File: src/rtl/add_result_buffer.sv
// rtl/add_result_buffer.sv - 2-entry skid buffer for adder results with sticky overflow and result count
// Optional feature macro: RESULT_SAT_EN (saturate stored sum on overflow)
module add_result_buffer #(
    parameter int WIDTH = 32,
    parameter int CNT_W = 16
) (
    input  logic             clk_i,
    input  logic             rst_i,
    input  logic             valid_i,
    output logic             ready_o,
    input  logic [WIDTH-1:0] sum_i,
    input  logic             carry_i,
    input  logic             overflow_i,
    output logic             valid_o,
    input  logic             ready_i,
    output logic [WIDTH-1:0] sum_o,
    output logic             carry_o,
    output logic             overflow_o,
    input  logic             clear_i,
    output logic             sticky_ovf_o,
    output logic [CNT_W-1:0] result_count_o
);

    localparam int PW = WIDTH + 2;

    typedef enum logic [1:0] {
        S_EMPTY = 2'd0,
        S_ONE   = 2'd1,
        S_FULL  = 2'd2
    } state_t;

    state_t           r_state;
    state_t           w_state_nxt;
    logic [PW-1:0]    r_head;
    logic [PW-1:0]    r_tail;
    logic [PW-1:0]    w_in;
    logic [WIDTH-1:0] w_sum_store;
    logic             w_push;
    logic             w_pop;
    logic [CNT_W-1:0] r_count;
    logic             r_sticky;

`ifdef RESULT_SAT_EN
    // Clamp an overflowed sum to the extreme of the sign it should have had
    always_comb begin
        w_sum_store = sum_i;
        if (overflow_i) begin
            w_sum_store = sum_i[WIDTH-1] ? {1'b0, {(WIDTH-1){1'b1}}}
                                         : {1'b1, {(WIDTH-1){1'b0}}};
        end
    end
`else
    assign w_sum_store = sum_i;
`endif

    // Entry layout: {sum, carry, overflow}
    assign w_in   = {w_sum_store, carry_i, overflow_i};
    assign w_push = valid_i & ready_o;
    assign w_pop  = valid_o & ready_i;

    // Occupancy state register
    always_ff @(posedge clk_i) begin
        if (rst_i) r_state <= S_EMPTY;
        else       r_state <= w_state_nxt;
    end

    // Occupancy next-state decode
    always_comb begin
        w_state_nxt = r_state;
        case (r_state)
            S_EMPTY: if (w_push) w_state_nxt = S_ONE;
            S_ONE: begin
                if (w_push && !w_pop)      w_state_nxt = S_FULL;
                else if (!w_push && w_pop) w_state_nxt = S_EMPTY;
            end
            S_FULL:  if (w_pop) w_state_nxt = S_ONE;
            default: w_state_nxt = S_EMPTY;
        endcase
    end

    // Handshake outputs decoded only from the state register
    always_comb begin
        ready_o = 1'b1;
        valid_o = 1'b0;
        case (r_state)
            S_EMPTY: begin ready_o = 1'b1; valid_o = 1'b0; end
            S_ONE:   begin ready_o = 1'b1; valid_o = 1'b1; end
            S_FULL:  begin ready_o = 1'b0; valid_o = 1'b1; end
            default: begin ready_o = 1'b1; valid_o = 1'b0; end
        endcase
    end

    // Entry storage; head is the output register and keeps its value when drained
    always_ff @(posedge clk_i) begin
        if (rst_i) begin
            r_head <= '0;
            r_tail <= '0;
        end else begin
            case (r_state)
                S_EMPTY: if (w_push) r_head <= w_in;
                S_ONE: begin
                    if (w_push && w_pop) r_head <= w_in;
                    else if (w_push)     r_tail <= w_in;
                end
                S_FULL:  if (w_pop) r_head <= r_tail;
                default: ;
            endcase
        end
    end

    // Status: push takes priority over a simultaneous clear
    always_ff @(posedge clk_i) begin
        if (rst_i) begin
            r_count  <= '0;
            r_sticky <= 1'b0;
        end else if (w_push) begin
            r_count  <= clear_i ? {{(CNT_W-1){1'b0}}, 1'b1} : r_count + {{(CNT_W-1){1'b0}}, 1'b1};
            r_sticky <= clear_i ? overflow_i : (r_sticky | overflow_i);
        end else if (clear_i) begin
            r_count  <= '0;
            r_sticky <= 1'b0;
        end
    end

    assign sum_o          = r_head[PW-1:2];
    assign carry_o        = r_head[1];
    assign overflow_o     = r_head[0];
    assign sticky_ovf_o   = r_sticky;
    assign result_count_o = r_count;

endmodule

File: config.mk
export PLATFORM = sky130hd
export DESIGN_NAME = add_result_buffer
export DESIGN_NICKNAME = d
export VERILOG_FILES = /design/src/rtl/add_result_buffer.sv
export SDC_FILE = /design/constraint.sdc
export NUM_CORES = 1
export LEC_CHECK = 0
export CAP_MARGIN = 20
export CORE_MARGIN = 1.5
export CORE_UTILIZATION = 50
export CTS_CLUSTER_DIAMETER = 50
export DETAILED_ROUTE_END_ITERATION = 16
export DONT_BUFFER_PORTS = 1
export PLACE_DENSITY = 0.68
export SETUP_SLACK_MARGIN = 0.3
export SLEW_MARGIN = 25
export SYNTH_ARGS = -nofsm -noshare
export SYNTH_HDL_FRONTEND = slang
export SYNTH_SLANG_ARGS = --single-unit
File: constraint.sdc
create_clock -name clk_i -period 1.7 [get_ports clk_i]
set_input_delay 0.255 -clock clk_i [delete_from_list [all_inputs] [get_ports clk_i]]
set_output_delay 0.255 -clock clk_i [all_outputs]
set_load 0.01 [all_outputs]
# Word level (Yosys, flattened, before mapping)
# Cells that the tools add are included.
# word_totals
ff_bits	87
# op_classes
addsub	1
n_eq_ne	6
n_mux	17
bitwise	4
reduce_logical	12
# op_table
op	n
two-way mux 34 bit	3
one-hot mux 34 bit (3 select lines)	1
two-way mux 16 bit	3
adder 16 x 1 -> 16 bit (second input constant)	1
two-way mux 2 bit	4
inequality test 2 bit (second input constant)	3
one-hot mux 2 bit (3 select lines)	1
AND reduction 3 bit	2
two-way mux 1 bit	5
AND reduction 4 bit	1
logical AND 1 bit	3
inequality test 3 bit (second input constant)	1
nonzero test 3 bit	1
bitwise AND 1 bit	2
== test 2 x 1 -> 1 bit (second input constant)	1
== test 2 bit (second input constant)	1
zero test 1 bit	2
zero test 2 bit	1
nonzero test 2 bit	1
OR reduction 2 bit	1
inverter 1 bit	1
OR 1 bit	1

# Longest topological paths before layout
# depth
word_depth	8
ltp_mapped	9
depth_no_buf	6

# Least setup slack after synthesis
# No wires, ideal clock.
# synth_path
path_type	register to register
startpoint	register r_state[0]
endpoint	register r_head[0]
setup_ns	0.134
t_arrival_ns	1.680
required_ns	1.566
setup_slack_ns	-0.114
path_stages_with_launch	9
n_path_buf	2
period_less_slack_ns	1.814
cell_sequence	dfxtp_1 -> inv_1 -> ha_1 -> nand4b_1 -> a21oi_2 -> and2_1 -> buf_2 -> buf_6 -> a211oi_1
# synth_between
elab_chain_len	7
# synth_lines
element	line	rtl
from (decl)	32	state_t r_state;
from (signal assigned)	64	else r_state <= w_state_nxt;
== test 2 bit / == test 2 x 1 -> 1 bit (equally long branches)	85	case (r_state)
OR reduction 2 bit (no source line) *	-	
two-way mux 1 bit *	85	
via valid_o	14	output logic valid_o,
bitwise AND 1 bit *	59	assign w_pop = valid_o & ready_i;
logical AND 1 bit	102	if (w_push && w_pop) r_head <= w_in;
inequality test 2 bit (no source line)	-	
AND reduction 4 bit (no source line) *	-	
to (signal assigned)	100	S_EMPTY: if (w_push) r_head <= w_in;
to (signal assigned)	102	
to (signal assigned)	105	S_FULL: if (w_pop) r_head <= r_tail;
to (decl)	34	logic [PW-1:0] r_head;
# Mark *: on every way through the listed nets, which the timed path passes. The rest lies on a longest branch.
# A chain may end at the register's enable or synchronous reset.

# Final worst setup path
# layout_path
startpoint	register r_state[1]
endpoint	register r_state[0]
# layout_between
elab_chain_len	8
# layout_lines
element	line	rtl
== test 2 bit / == test 2 x 1 -> 1 bit (equally long branches)	70, 85	
OR reduction 2 bit (no source line)	-	
two-way mux 1 bit	85	
bitwise AND 1 bit	59	
zero test 1 bit	73	if (w_push && !w_pop) w_state_nxt = S_FULL;
logical AND 1 bit	73	
inequality test 3 bit (no source line) / two-way mux 2 bit (equally long branches)	-	
AND reduction 3 bit (no source line) / one-hot mux 2 bit (3 select lines) (equally long branches)	-	
# Parallel ways exist; a longest one is shown, timed or not.

==> flow_summary.yaml <==
clock_network:
  clk_pin_slew_ps: 90
  insertion_delay_ps: 360
  cts_inserted_buffers: 9
  cts_root_buffer: "clkbuf_8"
  clock_sinks: 87
  cts-htree-levels: 3
  cts_tree: "yes"
  clockBufferDepth: 2
logic_synthesis:
  synth-edff-count: 0
  syn_inst: 423
  seq_area_frac_synth: 0.463
  ys_seq_elements: 87
  ys_top_cells_by_count: "dfxtp_1 (87), nand2_1 (77), a21oi_1 (72), mux2i_1 (37), a211oi_1 (35)"
  synth_top_cells_by_area: "dfxtp_1 (46%), mux2i_1 (9.9%), a21oi_1 (9.6%), nand2_1 (7.7%), a211oi_1 (7.0%)"
  synth_top_area_frac: 0.463
  yosysWarnings: 0
  yosys.area.top_type: "dfxtp_1"
  synthDistinctLibCells: 34
  netlist_area_sq_um: 3760
  synth.avg_cell_area_sq_um: 8.89
  synth-main-ff-cell: "dfxtp_1"
  synth_most_common_cell: "dfxtp_1"
  syn_nets: 467
  ys_async_sr_fraction: 0
min_path:
  whs_path_depth: 1
  min_from: "rst_i"
  hold_path_end: "r_tail[32]$_SDFFE_PP0P_"
  hp-class: "in -> reg"
worst_setup_path:
  reg2reg_to: "r_state[0]$_SDFFE_PP0P_"
  ff2ff_path_depth: 9
  reg2reg_slack_ps: -100
  crit_type: "reg -> reg"
  cpMostUsedCell: "buf_6"
  cp-start-kind: "flop"
  cp_slowest_cell: "dfxtp_4"
  worstPathMaxFanout: 3
  crit_chain: "inv_6 -> ha_4 -> buf_4 -> buf_6 -> buf_6 -> nor2b_4 -> o32ai_4 -> a21oi_2 -> a211oi_2"
  reg2reg_from: "r_state[1]$_SDFFE_PP0P_"
  critPathArrivalTime_ps: 2050
  end_kind: "flop"
  crit_path_max_incr_delay_ps: 410
  cp.required_ps: 1950
timing:
  drv_slew: 0
  finalHoldWorstSlack_ps: -25.8
  min_period_over_period: 1.06
  fin_worst_skew_ps: 6.65
  max_slew_margin: 0.828
  setup_tns_ps: -2470
  tightest_slew_ps: 250
  post-route-min-period_ps: 1800
  setup_violations: 47
  setup_ws_ps: -97.8
  fmax_mhz: 556
  rsz0062_at_grt: "yes"
  hold_viol: 25
power:
  power.leakage_nw: 2.13
  irDropWorstVdd_mv: 0.854
  p_per_area_nw_per_um2: 1460
layout:
  final_cell_count_no_fill: 578
  nFillCells: 477
  syn_to_final_growth_pct: 50.9
  diodes: 0
  drive_gt1_frac: 0.470
  finalNetCount: 518
placement:
  dpl.cell_count: 519
  dpl.hpwl_um: 5900
  numPortBuffers: 0
  gp_congestion: 0.904
floorplan:
  die-width_um: 89.7
  num_rows: 31
  boundaryPins: 92
  die_area_sq_um: 8050
  die_h_um: 89.7
  initial_core_util: 0.518
  core_area_sq_um: 7250
grt:
  first_global_vias: 3248
  antenna_found_initial: 0
  grt-ovfl-total: 0
  grt_pass1_wl_um: 16700
  grt_use_total: 0.260
  grt_max_degree: 76
route:
  wl_per_cell_um: 20.5
  ant_nets: 0
  wirelength_um: 11800
  drt_iter0_markers: 160
  dr.pass1.iters: 4
  vias_per_cell: 5.79
  drc_errors: 0
  vias: 3348
status:
  status: "finished with violations"
  violations: "negative hold slack, negative setup slack"
job:
  max_cap_viol_count: 0
## critical path, delay by kind of cell, from the launching register on
family	cells	cell delay, ps
compound gates	3	570
buf+inv	4	410
fa+ha+maj	1	260
simple gates	1	40
flops	1	410
## cell usage in the layout, fill, tap and decap left out, drive strengths merged
cell      instances
mux2i            37
a21oi            73
or3               5
o21ba             1
a211oi           35
dfxtp            87
nand4             3
a2bb2oi           1
clkinvlp          3
nor2             17
bufinv            1
xnor2             9
nand3b            1
nor2b             5
buf              69
nand3             3
nor4              5
ha                5
nor3              3
inv               9
and3b             1
o22ai             1
or2               1
and2              2
xor2              4
and4b             1
nand4b            2
o21ai             2
nand2            77
o32ai             1
clkbuf           15
## registers in the layout, indices dropped and copies added, names as in the netlist
name / count
sticky_ovf_o: 1
r_tail: 34
r_state: 2
result_count_o: 16
r_head: 34
## area by class of cell
class | instances | area [sq um] | share of cell area
clock buffer | 11 | 151 | 0.0267
clock inverter | 5 | 63.8 | 0.0112
inverter | 8 | 40.0 | 0.00706
multi-input combinational | 295 | 2560 | 0.451
sequential | 87 | 1750 | 0.308
tap | 99 | 124 | 0.0218
timing repair buffer | 73 | 986 | 0.174
## layer usage
metal / up-vias / global-route usage / wire length (um)
li1: 1594 / - / -
met2: 120 / 0.445 / 6170
met1: 1614 / 0.302 / 4500
met4: 0 / 0.112 / 230
met3: 20 / 0.0778 / 945
met5: - / 0 / 0
## how the worst max path moves through the flow
stage | slack, ps | endpoint | start | cells after the start
floorplan | 8 | result_count_o[13]$_SDFFE_PP0P_ | r_state[0]$_SDFFE_PP0P_ | 7
global placement | 70 | result_count_o[13]$_SDFFE_PP0P_ | r_state[0]$_SDFFE_PP0P_ | 6
detailed placement | 2 | result_count_o[13]$_SDFFE_PP0P_ | r_state[0]$_SDFFE_PP0P_ | 6
CTS | 40 | r_head[28]$_SDFFE_PP0P_ | r_state[1]$_SDFFE_PP0P_ | 7
global route | -150 | r_state[0]$_SDFFE_PP0P_ | r_state[1]$_SDFFE_PP0P_ | 9
finish | -100 | r_state[0]$_SDFFE_PP0P_ | r_state[1]$_SDFFE_PP0P_ | 9
## repair_timing
item,in CTS,in global routing
gates resized for setup,69,115
cloned,6,5
setup buffers,16,16
pin swaps,49,61
setup endpoints to repair,83,88
endpoints found under the hold margin,72,72
## metrics by stage
step | hold WS, ps | setup WS (ps) | total power (W) | instance area (sq um) | util
final | -25.8 | -97.8 | 0.00828 | 5670 | 0.782
after CTS | -51.0 | 40.1 | 0.00734 | 4970 | 0.686
after detailed placement | 332 | 2.40 | 0.00515 | 4160 | 0.573
after global routing | -54.6 | -151 | 0.00865 | 5670 | 0.782
after floorplan | 391 | 8.41 | 0.00457 | 3910 | -
after global placement | 332 | 66.0 | 0.00508 | 4160 | 0.573
## cell families (layout without fill, tap and decap cells)
group,count (synthesis),count (layout),share of synthesized area
fa+ha+maj,5,5,0.0166
simple gates,126,126,0.157
mux,37,37,0.0985
buf+inv,41,97,0.0546
flops,87,87,0.463
xor+xnor,13,13,0.0303
compound gates,114,114,0.180
## report_power, final
part           internal [W]  leakage, nW  switching (W)
clock              0.000770       0.0997       0.000786
sequential          0.00250        0.714       0.000536
combinational       0.00191         1.31        0.00178
Note: power is estimated with default switching activity, not from simulation.
